===== src/rtl/serial_adder.sv =====
// serial_adder -- bit-serial WIDTH-bit adder with a start/done handshake.
//   One LSB-first bit pair per cycle goes through a full-adder cell made of two
//   half_adder instances plus an OR. A carry flop links consecutive bits.
// Ports:
//   clk_i    clock, rising edge
//   rst_i    asynchronous active-high reset
//   start_i  add request, sampled in IDLE or DONE
//   a_i/b_i  operands, captured on an accepted start
//   cin_i    carry-in, captured on an accepted start
//   busy_o   high while the adder is shifting
//   done_o   one-cycle pulse, sum_o/cout_o valid
//   sum_o    result, held until the next accepted start
//   cout_o   carry-out of the MSB, same hold rule as sum_o

module half_adder (
  input  logic a_i,
  input  logic b_i,
  output logic h_o,  // carry
  output logic l_o   // sum
);
  assign h_o = a_i & b_i;
  assign l_o = a_i ^ b_i;
endmodule

module serial_adder #(
  parameter int WIDTH = 8
) (
  input  logic             clk_i,
  input  logic             rst_i,
  input  logic             start_i,
  input  logic [WIDTH-1:0] a_i,
  input  logic [WIDTH-1:0] b_i,
  input  logic             cin_i,
  output logic             busy_o,
  output logic             done_o,
  output logic [WIDTH-1:0] sum_o,
  output logic             cout_o
);
  localparam int CW = $clog2(WIDTH) + 1;
  localparam logic [CW-1:0] LAST = CW'(WIDTH - 1);

  typedef enum logic [1:0] {S_IDLE, S_RUN, S_DONE} state_t;

  state_t           state_q, state_d;
  logic [WIDTH-1:0] sha_q, sha_d, shb_q, shb_d, sum_q, sum_d;
  logic [CW-1:0]    count_q, count_d;
  logic             carry_q, carry_d, cout_q, cout_d;
  logic             busy_q, busy_d, done_q, done_d;

  // full-adder cell: ha0 adds the operand bits, ha1 folds in the carry
  logic h0, l0, h1, l1, fa_s, fa_c;
  half_adder u_ha0 (.a_i(sha_q[0]), .b_i(shb_q[0]), .h_o(h0), .l_o(l0));
  half_adder u_ha1 (.a_i(l0),       .b_i(carry_q),  .h_o(h1), .l_o(l1));
  assign fa_s = l1;
  assign fa_c = h0 | h1;

  always_comb begin
    state_d = state_q;
    sha_d   = sha_q;
    shb_d   = shb_q;
    sum_d   = sum_q;
    count_d = count_q;
    carry_d = carry_q;
    cout_d  = cout_q;
    // flags lag the state by one edge so done follows the final sum bit
    busy_d  = (state_q == S_RUN);
    done_d  = (state_q == S_DONE);
    unique case (state_q)
      S_IDLE, S_DONE: begin
        if (start_i) begin
          sha_d   = a_i;
          shb_d   = b_i;
          carry_d = cin_i;
          count_d = '0;
          state_d = S_RUN;
        end else begin
          state_d = S_IDLE;
        end
      end
      S_RUN: begin
        sum_d   = {fa_s, sum_q[WIDTH-1:1]};
        carry_d = fa_c;
        sha_d   = sha_q >> 1;
        shb_d   = shb_q >> 1;
        count_d = count_q + CW'(1);
        if (count_q == LAST) begin
          cout_d  = fa_c;
          state_d = S_DONE;
        end
      end
      default: state_d = S_IDLE;
    endcase
  end

  always_ff @(posedge clk_i or posedge rst_i) begin
    if (rst_i) begin
      state_q <= S_IDLE;
      sha_q   <= '0;
      shb_q   <= '0;
      sum_q   <= '0;
      count_q <= '0;
      carry_q <= 1'b0;
      cout_q  <= 1'b0;
      busy_q  <= 1'b0;
      done_q  <= 1'b0;
    end else begin
      state_q <= state_d;
      sha_q   <= sha_d;
      shb_q   <= shb_d;
      sum_q   <= sum_d;
      count_q <= count_d;
      carry_q <= carry_d;
      cout_q  <= cout_d;
      busy_q  <= busy_d;
      done_q  <= done_d;
    end
  end

  assign busy_o = busy_q;
  assign done_o = done_q;
  assign sum_o  = sum_q;
  assign cout_o = cout_q;

endmodule


===== config.mk =====
export PLATFORM = sky130hd
export DESIGN_NAME = serial_adder
export DESIGN_NICKNAME = d
export VERILOG_FILES = /design/src/rtl/serial_adder.sv
export SDC_FILE = /design/constraint.sdc
export NUM_CORES = 1
export LEC_CHECK = 0
export BUFFER_PORTS_ARGS = -buffer_cell sky130_fd_sc_hd__buf_4
export CORE_AREA = 2 2 61 63
export CTS_BUF_LIST = sky130_fd_sc_hd__clkbuf_8
export CTS_CLUSTER_SIZE = 24
export DETAILED_ROUTE_END_ITERATION = 10
export DIE_AREA = 0 0 63 65
export GPL_ROUTABILITY_DRIVEN = 1
export PLACE_DENSITY = 0.68
export SYNTH_ARGS = -nofsm -noshare
export SYNTH_HDL_FRONTEND = slang
export SYNTH_HIERARCHICAL = 1
export SYNTH_SLANG_ARGS = --single-unit

===== constraint.sdc =====
create_clock -name clk_i -period 1.6 [get_ports clk_i]
set_input_delay 0.16 -clock clk_i [delete_from_list [all_inputs] [get_ports clk_i]]
set_output_delay 0.16 -clock clk_i [all_outputs]
set_load 0.01 [all_outputs]

==> summary.txt, run 1 <==
Run status
  • Run status: finished, final reports clean

Power
  • VDD IR max: 0.989 mV
  • P_leak: 0.979 nW
  • Pwr/cell area: 2040 nW/um^2
  • Total power: 0.00378 W

Clock tree
  • Skew-Pair Late Insertion Delay: 0.29 ns
  • Clock Sinks: 34
  • Post-CTS Setup Repair Bufs: 0
  • Htree depth: 2
  • CTS tree: yes
  • Number of CTS-inserted buffers: 5
  • CTS Buffer Depth: 2
  • Reg clk slew, reported paths: 0.07 ns
  • CTS root buf: clkbuf_8

Synth
  • Count leader, synth: dfrtp_1
  • Syn_nets: 128
  • Mean post-synth cell area: 14.1 sq um
  • EDFF count, synth: 0
  • Area leader, netlist: dfrtp_1
  • Synth Register Bits: 34
  • Synthesized instance count: 105
  • Main flop type after synthesis: dfrtp_1
  • Yosys warnings: 6
  • Post-Syn Area: 1480 sq um
  • Ys async rst share: 100%
  • Commonest cells in the netlist: dfrtp_1 (34), a22o_1 (18), a21o_1 (14)
  • Yosys top cell area share: 57.4%
  • Distinct cells, synth: 26
  • Synth area leaders: dfrtp_1 (57%), a22o_1 (11%), a21o_1 (7.1%), mux2_2 (6.1%), buf_6 (3.0%)
  • Post-synthesis sequential area ratio: 57.4%

Timing
  • Worst-Margin Slew: 0.434 ns
  • RSZ-0062 raised after global routing: false
  • Min Tclk post-route: 1.54 ns
  • Rel. slew slack: 71.0%
  • Period utilisation layout: 96.0%
  • Final worst slack: 0.0639 ns
  • Clock Skew: 0.00461 ns
  • Max-slew violations: 0
  • Max Clk Rate: 0.651 GHz
  • Final hold vios: 0
  • Setup TNS: 0 ns
  • Setup violators final: 0

Layout
  • Design area: 1850 sq um
  • Fraction of layout instances using a drive strength above 1: 39.7%
  • Area Overhead vs Synth: 24.7%
  • ANT cells: 0
  • Net count, final: 163

Min path
  • Hold crit path type: in2reg

GRT
  • Number of global-route vias before repair: 1013
  • Largest net degree at the start of global routing: 35
  • Total gr overflow: 0
  • GRT Overall Usage: 14.9%
  • First-pass GRT wire length: 4630 um
  • Initial antenna violation count: 0

Route
  • Number of routed nets with antenna violations: 0
  • DRT Pass-1 Iters: 4
  • DR WL/cell: 13.9 um
  • Vias: 963
  • Final WL: 2640 um
  • DR DRC count: 0
  • First-iteration detailed-routing DRC count: 60
  • Drt via density: 5.10

Placed design
  • GPL Wtd Cong: 0.730
  • Post-Place Cell Area: 1720 sq um
  • Place WS: 0.0121 ns
  • I/O Buffers: 30
  • HPWL Detailed: 1790 um

Setup path
  • CP startpoint kind: flop
  • Reg2reg setup slack: 0.06 ns
  • CP bufs+invs: 0
  • Arrival @ worst endpoint: 1.71 ns
  • WS Path Type: reg2reg
  • Crit path largest cell delay: 0.39 ns
  • Most frequent CP cell: ha_1
  • WP data required: 1.77 ns
  • Critical path's top delay family: adder cells
  • CP Capture Type: flop
  • CP max FO: 2
  • Critical-path top delay cell: dfrtp_1
  • Crit path cell chain: ha_1 > ha_1 > or2_4 > a221o_1

Run
  • Maxcap violations: 0

Die
  • Core region area: 3500 sq um
  • Starting Density: 42.4%
  • Row Count: 22
  • Die area: 4100 sq um
  • Die height: 65 um
  • Die X: 63 um
  • Top Ports: 31
-- per-stage QoR --
| stage | utilization [%] | hold slack [ns] | cells |
|---|---|---|---|
| floorplan | - | 0.300 | 105 |
| global placement | 49.3 | 0.276 | 180 |
| detailed placement | 49.3 | 0.276 | 180 |
| CTS | 52.7 | 0.0915 | 189 |
| global route | 52.9 | 0.0938 | 189 |
| finish | 52.9 | 0.0984 | 189 |
-- area by class of cell --
cell class                 count  area [sq um]
tap                           48          60.1
sequential                    34           851
multi-input combinational     63           559
fill                         328          1650
inverter                       1          3.75
clock buffer                   8           110
timing repair buffer          35           265
-- path summary, 6_finish.rpt --
path                       depth (start not counted)     start  endpoint
max in group asynchronous                          4     rst_i  shb_q[6]
min in group asynchronous                          4     rst_i  shb_q[0]
max                                                4  shb_q[0]   carry_q
min                                                2    b_i[7]  shb_q[7]
min reg2reg                                        1  shb_q[5]  shb_q[5]
max reg2reg                                        4  shb_q[0]   carry_q
-- routing by layer --
layer  share of wire, %  up-vias  routed length [um]  track usage (%)
li1                   -      454                   -                -
met1                 47      479                1240             19.1
met2                 46       22                1200             23.0
met3                4.8        8                 126             3.99
met4                2.5        0                  66             8.33
met5                  0        -                   0                0
-- cells by family after synthesis --
family                     Yosys count  synth area share [%]
muxes                               11                  8.19
and+or+nand+nor                     14                  7.26
buffers and inverters                8                  5.32
AOI/OAI and AO/OA                   34                  18.7
DFF                                 34                  57.4
adders and majority gates            3                  2.53
xor gates and xnor gates             1                 0.591
-- where the power goes --
group	total, W	internal [W]	switching (W)
Clock	0.000738	0.000434	0.000304
Sequential	0.00150	0.00125	0.000256
Combinational	0.00154	0.000882	0.000655
-- repair_timing --
item / 4_1_cts / 5_1_grt
hold endpoints to repair: 34 / 0
setup endpoints to repair: 0 / 2
gates resized for setup: 0 / 2
hold buffers: 1 / 0
-- sequential cells by signal, indices dropped and copies added, names as in the netlist --
register and cells:
sha_q 8, shb_q 8, sum_o 8, count_q 4
state_q 2, busy_o 1, carry_q 1, cout_o 1
done_o 1
-- cell usage in the layout (no fill, tap or decap) --
| master | n |
|---|---|
| a21o_1 | 14 |
| a221o_1 | 1 |
| a22o_1 | 18 |
| and2_1 | 1 |
| and2b_1 | 1 |
| buf_4 | 34 |
| clkbuf_8 | 8 |
| dfrtp_1 | 34 |
| dlygate4sd3_1 | 1 |
| ha_1 | 3 |
| inv_1 | 1 |
| mux2_2 | 8 |
| mux2_4 | 1 |
| mux2i_1 | 2 |
| nand2_1 | 3 |
| nand4_1 | 1 |
| nor2_1 | 1 |
| nor2_4 | 1 |
| nor2b_1 | 1 |
| nor2b_2 | 1 |
| nor2b_4 | 1 |
| nor3b_4 | 1 |
| o21ai_0 | 1 |
| or2_4 | 1 |
| or2b_1 | 1 |
| xnor2_1 | 1 |
No activity file was read; power rests on OpenSTA's default activity.
==> run 2: changes to the inputs <==
--- a/config.mk
+++ b/config.mk
@@ -6,13 +6,13 @@
 export NUM_CORES = 1
 export LEC_CHECK = 0
 export BUFFER_PORTS_ARGS = -buffer_cell sky130_fd_sc_hd__buf_4
-export CORE_AREA = 2 2 61 63
-export CTS_BUF_LIST = sky130_fd_sc_hd__clkbuf_8
+export CORE_AREA = 2 2 59 61
 export CTS_CLUSTER_SIZE = 24
 export DETAILED_ROUTE_END_ITERATION = 10
-export DIE_AREA = 0 0 63 65
+export DIE_AREA = 0 0 61 63
 export GPL_ROUTABILITY_DRIVEN = 1
-export PLACE_DENSITY = 0.68
+export PLACE_DENSITY = 0.72
+export RECOVER_POWER = 50
 export SYNTH_ARGS = -nofsm -noshare
 export SYNTH_HDL_FRONTEND = slang
 export SYNTH_HIERARCHICAL = 1
==> run 2 against run 1 <==
  * Fmax is essentially flat
  * Critical endpoint is now cout_o
  * Global-route usage grew 0.94 points
  * Clock skew grew 0.0029 ns
  * Critical path type unchanged
==> summary.txt, run 2 (same netlist as run 1, synthesis figures left out) <==
Timing
  • Clock Skew: 0.00751 ns (+0.00290 ns)
  • RSZ-0062 raised after global routing: false
  • Final hold vios: 0 (unchanged)
  • Max Clk Rate: 0.651 GHz (about the same)
  • Worst-Margin Slew: 0.816 ns (+0.382 ns)
  • Period utilisation layout: 96.0% (about the same)
  • Max-slew violations: 0 (unchanged)
  • Min Tclk post-route: 1.54 ns (+0.000509 ns)
  • Setup violators final: 0 (unchanged)
  • Setup TNS: 0 ns (unchanged)
  • Rel. slew slack: 45.6% (-25 points)

Clock tree
  • CTS tree: yes
  • Clock Sinks: 34 (unchanged)
  • Skew-Pair Late Insertion Delay: 0.33 ns (+0.04 ns)
  • CTS root buf: clkbuf_4
  • Number of CTS-inserted buffers: 5 (unchanged)
  • Htree depth: 2 (unchanged)
  • Reg clk slew, reported paths: 0.10 ns (+0.03 ns)
  • CTS Buffer Depth: 2 (unchanged)

Layout
  • ANT cells: 0 (unchanged)
  • Fraction of layout instances using a drive strength above 1: 35.2% (-4.5 points)
  • Net count, final: 165 (+1.2%)
  • Most frequent cells in the layout: dfrtp_1 (34), buf_4 (30), a22o_1 (18)
  • Filler cells: 290 (-12%)
  • Commonest non-fill, non-tap cell in the layout: dfrtp_1
  • Area Overhead vs Synth: 19.7%

Route
  • DRT Pass-1 Iters: 4 (unchanged)
  • DR DRC count: 0 (unchanged)
  • Vias: 976 (+1.3%)
  • Final WL: 2610 um (-0.91%)
  • Drt via density: 5.19 (+1.9%)
  • DR WL/cell: 13.9 um (-0.38%)
  • Number of routed nets with antenna violations: 0 (unchanged)
  • First-iteration detailed-routing DRC count: 18 (-70%)

Power
  • Total power: 0.00344 W (-9.0%)
  • Pwr/cell area: 1940 nW/um^2 (-5.3%)
  • VDD IR max: 1.15 mV (+17%)
  • P_leak: 0.940 nW (-4.0%)

Run
  • Maxcap violations: 0 (unchanged)

Die
  • Starting Density: 45.9% (+3.5 points)
  • Die height: 63 um (-3.1%)
  • Core region area: 3230 sq um (-7.6%)
  • Row Count: 21 (-4.5%)
  • Top Ports: 31 (unchanged)
  • Die X: 61 um (-3.2%)
  • Die area: 3840 sq um (-6.2%)

Setup path
  • Arrival @ worst endpoint: 1.76 ns (+0.05 ns)
  • CP startpoint kind: flop
  • WP data required: 1.82 ns (+0.05 ns)
  • CP max FO: 2 (unchanged)
  • CP Capture Type: flop
  • WS Path Type: reg2reg

GRT
  • Largest net degree at the start of global routing: 35 (unchanged)
  • First-pass GRT wire length: 4420 um (-4.5%)
  • GRT Overall Usage: 15.9% (+0.94 points)
  • Initial antenna violation count: 0 (unchanged)
  • Total gr overflow: 0 (unchanged)
  • Number of global-route vias before repair: 1015 (+0.20%)

Placed design
  • I/O Buffers: 30 (unchanged)
  • HPWL Detailed: 1800 um (+0.64%)
  • GPL Wtd Cong: 0.729 (-0.16%)

Run status
  • Run status: finished, final reports clean

Min path
  • Hold crit path type: in2reg
-- run 2: changes by cell type in the layout (fill, tap and decap cells not counted) --
cell      previous run  this run
buf_4               34        30
clkbuf_2             0         1
clkbuf_4             0         6
clkbuf_1             0         6
mux2_4               1         0
clkbuf_8             8         0
mux2_1               0         1
-- run 2: per-stage QoR --
step | cells | utilization [%] | hold slack, ns | area (sq um) | setup slack [ns]
after floorplan | 105 | - | 0.300 | 1480 | 0.0781
after global placement | 179 | 53.5 | 0.277 | 1730 | 0.0582
after detailed placement | 179 | 53.5 | 0.290 | 1730 | 0.0348
after CTS | 187 | 55.2 | 0.0384 | 1780 | 0.0225
after global routing | 188 | 54.9 | 0.0316 | 1780 | 0.0283
final | 188 | 54.9 | 0.0553 | 1780 | 0.0634
-- run 2: worst max-delay path, cell delays in order, from the launching register on --
cell     delay (ns)
dfrtp_1        0.40
ha_1           0.29
ha_1           0.20
or2_4          0.24
mux2_1         0.29
-- run 2: layer usage --
| metal | track usage (%) | share of wire [%] |
|---|---|---|
| met1 | 20.0 | 46 |
| met2 | 24.1 | 48 |
| met3 | 6.21 | 4.4 |
| met4 | 6.52 | 1.6 |
| met5 | 0 | 0 |
-- run 2: path summary, 6_finish.rpt --
check,slack (ns),start,cells past startpoint,endpoint
setup / recovery,0.06,shb_q[0],4,cout_o
hold / removal,0.06,a_i[7],2,sha_q[7]
setup reg to reg,0.06,shb_q[0],4,cout_o
hold reg to reg,0.48,shb_q[3],1,shb_q[3]
max in group asynchronous,0.47,rst_i,4,sum_o[4]
min in group asynchronous,0.62,rst_i,4,busy_o
-- run 2: layout make-up --
| type | count | area (sq um) | share of cell area, % |
|---|---|---|---|
| flip-flops and latches | 34 | 851 | 47.9 |
| multi-input cells | 63 | 556 | 31.3 |
| repair buffers | 37 | 263 | 14.8 |
| well taps | 46 | 57.6 | 3.24 |
| clock buffers | 7 | 45.0 | 2.54 |
| inverters | 1 | 3.75 | 0.211 |
-- run 2: repair_timing --
item | 4_1_cts | 5_1_grt
endpoints found under the hold margin | 34 | 0
gates resized for setup | 0 | 1
setup buffers | 0 | 1
setup endpoints to repair | 0 | 2
hold buffers | 1 | 0
-- run 2: where the power goes --
group	internal (W)	leakage (nW)	switching, W	total, W
combinational	0.000859	0.491	0.000656	0.00152
sequential	0.00125	0.424	0.000245	0.00149
clock	0.000166	0.0254	0.000265	0.000431
total	0.00227	0.940	0.00117	0.00344
==> run 3: changes to the inputs <==
--- a/config.mk
+++ b/config.mk
@@ -5,11 +5,13 @@
 export SDC_FILE = /design/constraint.sdc
 export NUM_CORES = 1
 export LEC_CHECK = 0
+export ABC_AREA = 1
 export BUFFER_PORTS_ARGS = -buffer_cell sky130_fd_sc_hd__buf_4
-export CORE_AREA = 2 2 59 61
+export CAP_MARGIN = 5
+export CORE_AREA = 2 2 60 62
 export CTS_CLUSTER_SIZE = 24
 export DETAILED_ROUTE_END_ITERATION = 10
-export DIE_AREA = 0 0 61 63
+export DIE_AREA = 0 0 62 64
 export GPL_ROUTABILITY_DRIVEN = 1
 export PLACE_DENSITY = 0.72
 export RECOVER_POWER = 50
==> run 3 against run 2 <==
  * Sequential power about the same
  * Global-route usage up 0.78 points
  * Core utilization up 2.5 points
  * Largest power group is now registers
  * Hold slack worse by 0.046 ns
  * Synthesized area up 4.1%
==> summary.txt, run 3 <==
Run status
  • Run status: finished, final reports clean

Die
  • Top Ports: 31 (unchanged)
  • Die X: 62 um (+1.6%)
  • Starting Density: 47.0% (+1.1 points)
  • Row Count: 21 (unchanged)
  • Die area: 3970 sq um (+3.3%)
  • Core region area: 3280 sq um (+1.6%)
  • Die height: 64 um (+1.6%)

Synth
  • Synth area leaders: dfrtp_1 (55%), nand2_1 (27%), inv_1 (4.9%), ha_1 (2.4%), nand3_1 (1.9%)
  • EDFF count, synth: 0 (unchanged)
  • Commonest cells in the netlist: nand2_1 (111), dfrtp_1 (34), inv_1 (20)
  • Post-Syn Area: 1540 sq um (+4.1%)
  • Area leader, netlist: dfrtp_1
  • Ys async rst share: 100% (unchanged)
  • XOR/XNOR share of the synthesized area: 0% (-0.59 points)
  • Mean post-synth cell area: 7.87 sq um (-44%)
  • Post-Synth Simple-Gate Area: 32.5% (+25 points)
  • Count leader, synth: nand2_1
  • Distinct cells, synth: 17 (-35%)
  • Main flop type after synthesis: dfrtp_1
  • Yosys warnings: 6 (unchanged)
  • Synth Register Bits: 34 (unchanged)
  • Post-synthesis mux area share: 0% (-8.2 points)
  • Compound-gate portion of the synthesized area: 1.30% (-17 points)
  • Largest family of logic cells by synthesized area: simple AND/OR/NAND/NOR gates
  • Yosys top cell area share: 55.2% (-2.2 points)
  • Post-synthesis sequential area ratio: 55.2% (-2.2 points)
  • Synthesized instance count: 196 (+87%)
  • Area share of fa/ha/maj cells after synthesis: 2.43% (-0.099 points)
  • Syn_nets: 219 (+71%)

Timing
  • Worst-Margin Slew: 0.838 ns (+0.0223 ns)
  • Rel. slew slack: 44.1% (-1.5 points)
  • Final worst slack: 0.189 ns (+0.125 ns)
  • Min Tclk post-route: 1.41 ns (-0.125 ns)
  • Max Clk Rate: 0.709 GHz (+8.9%)
  • Max-slew violations: 0 (unchanged)
  • Setup violators final: 0 (unchanged)
  • Period utilisation layout: 88.2% (-7.8 points)
  • Final hold vios: 0 (unchanged)
  • Clock Skew: 0.00797 ns (+0.000460 ns)
  • Setup TNS: 0 ns (unchanged)
  • RSZ-0062 raised after global routing: false

Setup path
  • CP startpoint kind: flop
  • CP startpoint: sha_q[0]
  • Critical-path top delay cell: dfrtp_1
  • Most frequent CP cell: ha_1
  • Arrival @ worst endpoint: 1.65 ns (-0.11 ns)
  • CP max FO: 2 (unchanged)
  • Critical path's top delay family: adder cells
  • CP Capture Type: flop
  • CP bufs+invs: 0 (unchanged)
  • Worst r2r src: sha_q[0]
  • WS Path Type: reg2reg
  • Crit path cell chain: ha_1 > ha_1 > or2_2 > nand3_1 > nand2_1
  • WP data required: 1.84 ns (+0.02 ns)
  • Crit path largest cell delay: 0.39 ns (about the same)

Layout
  • Fraction of layout instances using a drive strength above 1: 20.0% (-15 points)
  • Most frequent cells in the layout: nand2_1 (111), dfrtp_1 (34), buf_4 (32)
  • Finished Layout Cells: 281 (+49%)
  • Core Util, Final: 57.4% (+2.5 points)
  • Filler cells: 323 (+11%)
  • Area Overhead vs Synth: 22.3%
  • ANT cells: 0 (unchanged)
  • Net count, final: 257 (+56%)
  • Commonest non-fill, non-tap cell in the layout: nand2_1

GRT
  • Largest net degree at the start of global routing: 35 (unchanged)
  • Total gr overflow: 0 (unchanged)
  • First-pass GRT wire length: 4820 um (+9.1%)
  • GRT Overall Usage: 16.7% (+0.78 points)
  • Initial antenna violation count: 0 (unchanged)
  • Number of global-route vias before repair: 1133 (+12%)

Power
  • P_leak: 1.10 nW (+17%)
  • VDD IR max: 0.849 mV (-26%)
  • Pwr/cell area: 1790 nW/um^2 (-7.4%)

Min path
  • Hold crit path type: in2reg
  • Worst Hold Launch: b_i[7]

Clock tree
  • Clock Sinks: 34 (unchanged)
  • CTS tree: yes
  • CTS root buf: clkbuf_4
  • Reg clk slew, reported paths: 0.10 ns (about the same)
  • Htree depth: 2 (unchanged)
  • CTS Buffer Depth: 2 (unchanged)
  • Number of CTS-inserted buffers: 5 (unchanged)
  • Skew-Pair Late Insertion Delay: 0.34 ns (about the same)

Placed design
  • Place WS: 0.184 ns (+0.149 ns)
  • I/O Buffers: 30 (unchanged)
  • HPWL Detailed: 1820 um (+0.74%)
  • GPL Wtd Cong: 0.728 (-0.14%)
  • Dpl cells: 271 (+51%)

Route
  • Vias: 1239 (+27%)
  • DRT Pass-1 Iters: 4 (unchanged)
  • DR WL/cell: 9.78 um (-30%)
  • Number of routed nets with antenna violations: 0 (unchanged)
  • Drt via density: 4.41 (-15%)
  • DR DRC count: 0 (unchanged)
  • First-iteration detailed-routing DRC count: 91 (+73)
  • Final WL: 2750 um (+5.2%)

Run
  • Maxcap violations: 0 (unchanged)
==> run 3: cell count changes after synthesis, sizes merged, moves of 2 or more <==
| cell | delta |
|---|---|
| a21o | -14 |
| a22o | -18 |
| inv | +21 |
| mux2 | -9 |
| mux2i | -2 |
| nand2 | +110 |
| nand3 | +6 |
| nor2 | +3 |
| nor2b | -3 |
| o21ai | +2 |
==> run 3: what timing repair did <==
action                                 4_1_cts  5_1_grt
resized for setup                            0        0
endpoints found under the hold margin       35        0
setup buffers                                0        0
hold buffers                                 2        0
==> run 3: through the flow <==
stage / total power, W / instance area, sq um / hold slack, ns
after CTS: 0.00346 / 1900 / 0.000170
after global placement: 0.00289 / 1820 / 0.285
final: 0.00338 / 1890 / 0.00975
after global routing: 0.00376 / 1890 / 0.0176
after detailed placement: 0.00294 / 1820 / 0.295
after floorplan: 0.00250 / 1540 / 0.277
==> run 3: tightest hold or removal path: cells and delay by family <==
| family | cells | cell delay [ns] |
|---|---|---|
| buf+inv | 1 | 0.07 |
| simple gates | 2 | 0.09 |
==> run 3: power breakdown <==
part / switching, W / internal, W / total [W]
combinational: 0.000825 / 0.000591 / 0.00142
clock: 0.000288 / 0.000213 / 0.000501
sequential: 0.000235 / 0.00123 / 0.00147
==> run 3: path summary, 6_finish.rpt <==
path | endpoint | slack [ns] | depth (start not counted)
setup / recovery | cout_o | 0.19 | 5
hold / removal | shb_q[7] | 0.01 | 3
setup reg to reg | cout_o | 0.19 | 5
hold reg to reg | sha_q[7] | 0.48 | 2
max in group asynchronous | sha_q[5] | 0.47 | 4
min in group asynchronous | done_o | 0.61 | 4
==> run 3: kinds of logic after synthesis <==
family          count (synthesis)
buf+inv                        28
compound gates                  4
simple gates                  127
flops                          34
fa+ha+maj                       3
==> run 3: routing by layer <==
metal / routed length, um / GRT usage [%]
met5: 0 / 0
met4: 56 / 5.59
met3: 178 / 8.50
met2: 1180 / 23.8
met1: 1340 / 21.6
==> run 3: cell type report <==
type | count | area (sq um) | area share (%)
Sequential cell | 34 | 851 | 45.1
Clock buffer | 7 | 55.1 | 2.92
Clock inverter | 1 | 5.00 | 0.265
Multi-Input combinational cell | 134 | 557 | 29.5
Tap cell | 46 | 57.6 | 3.05
Inverter | 22 | 85.1 | 4.51
Timing Repair Buffer | 37 | 277 | 14.7
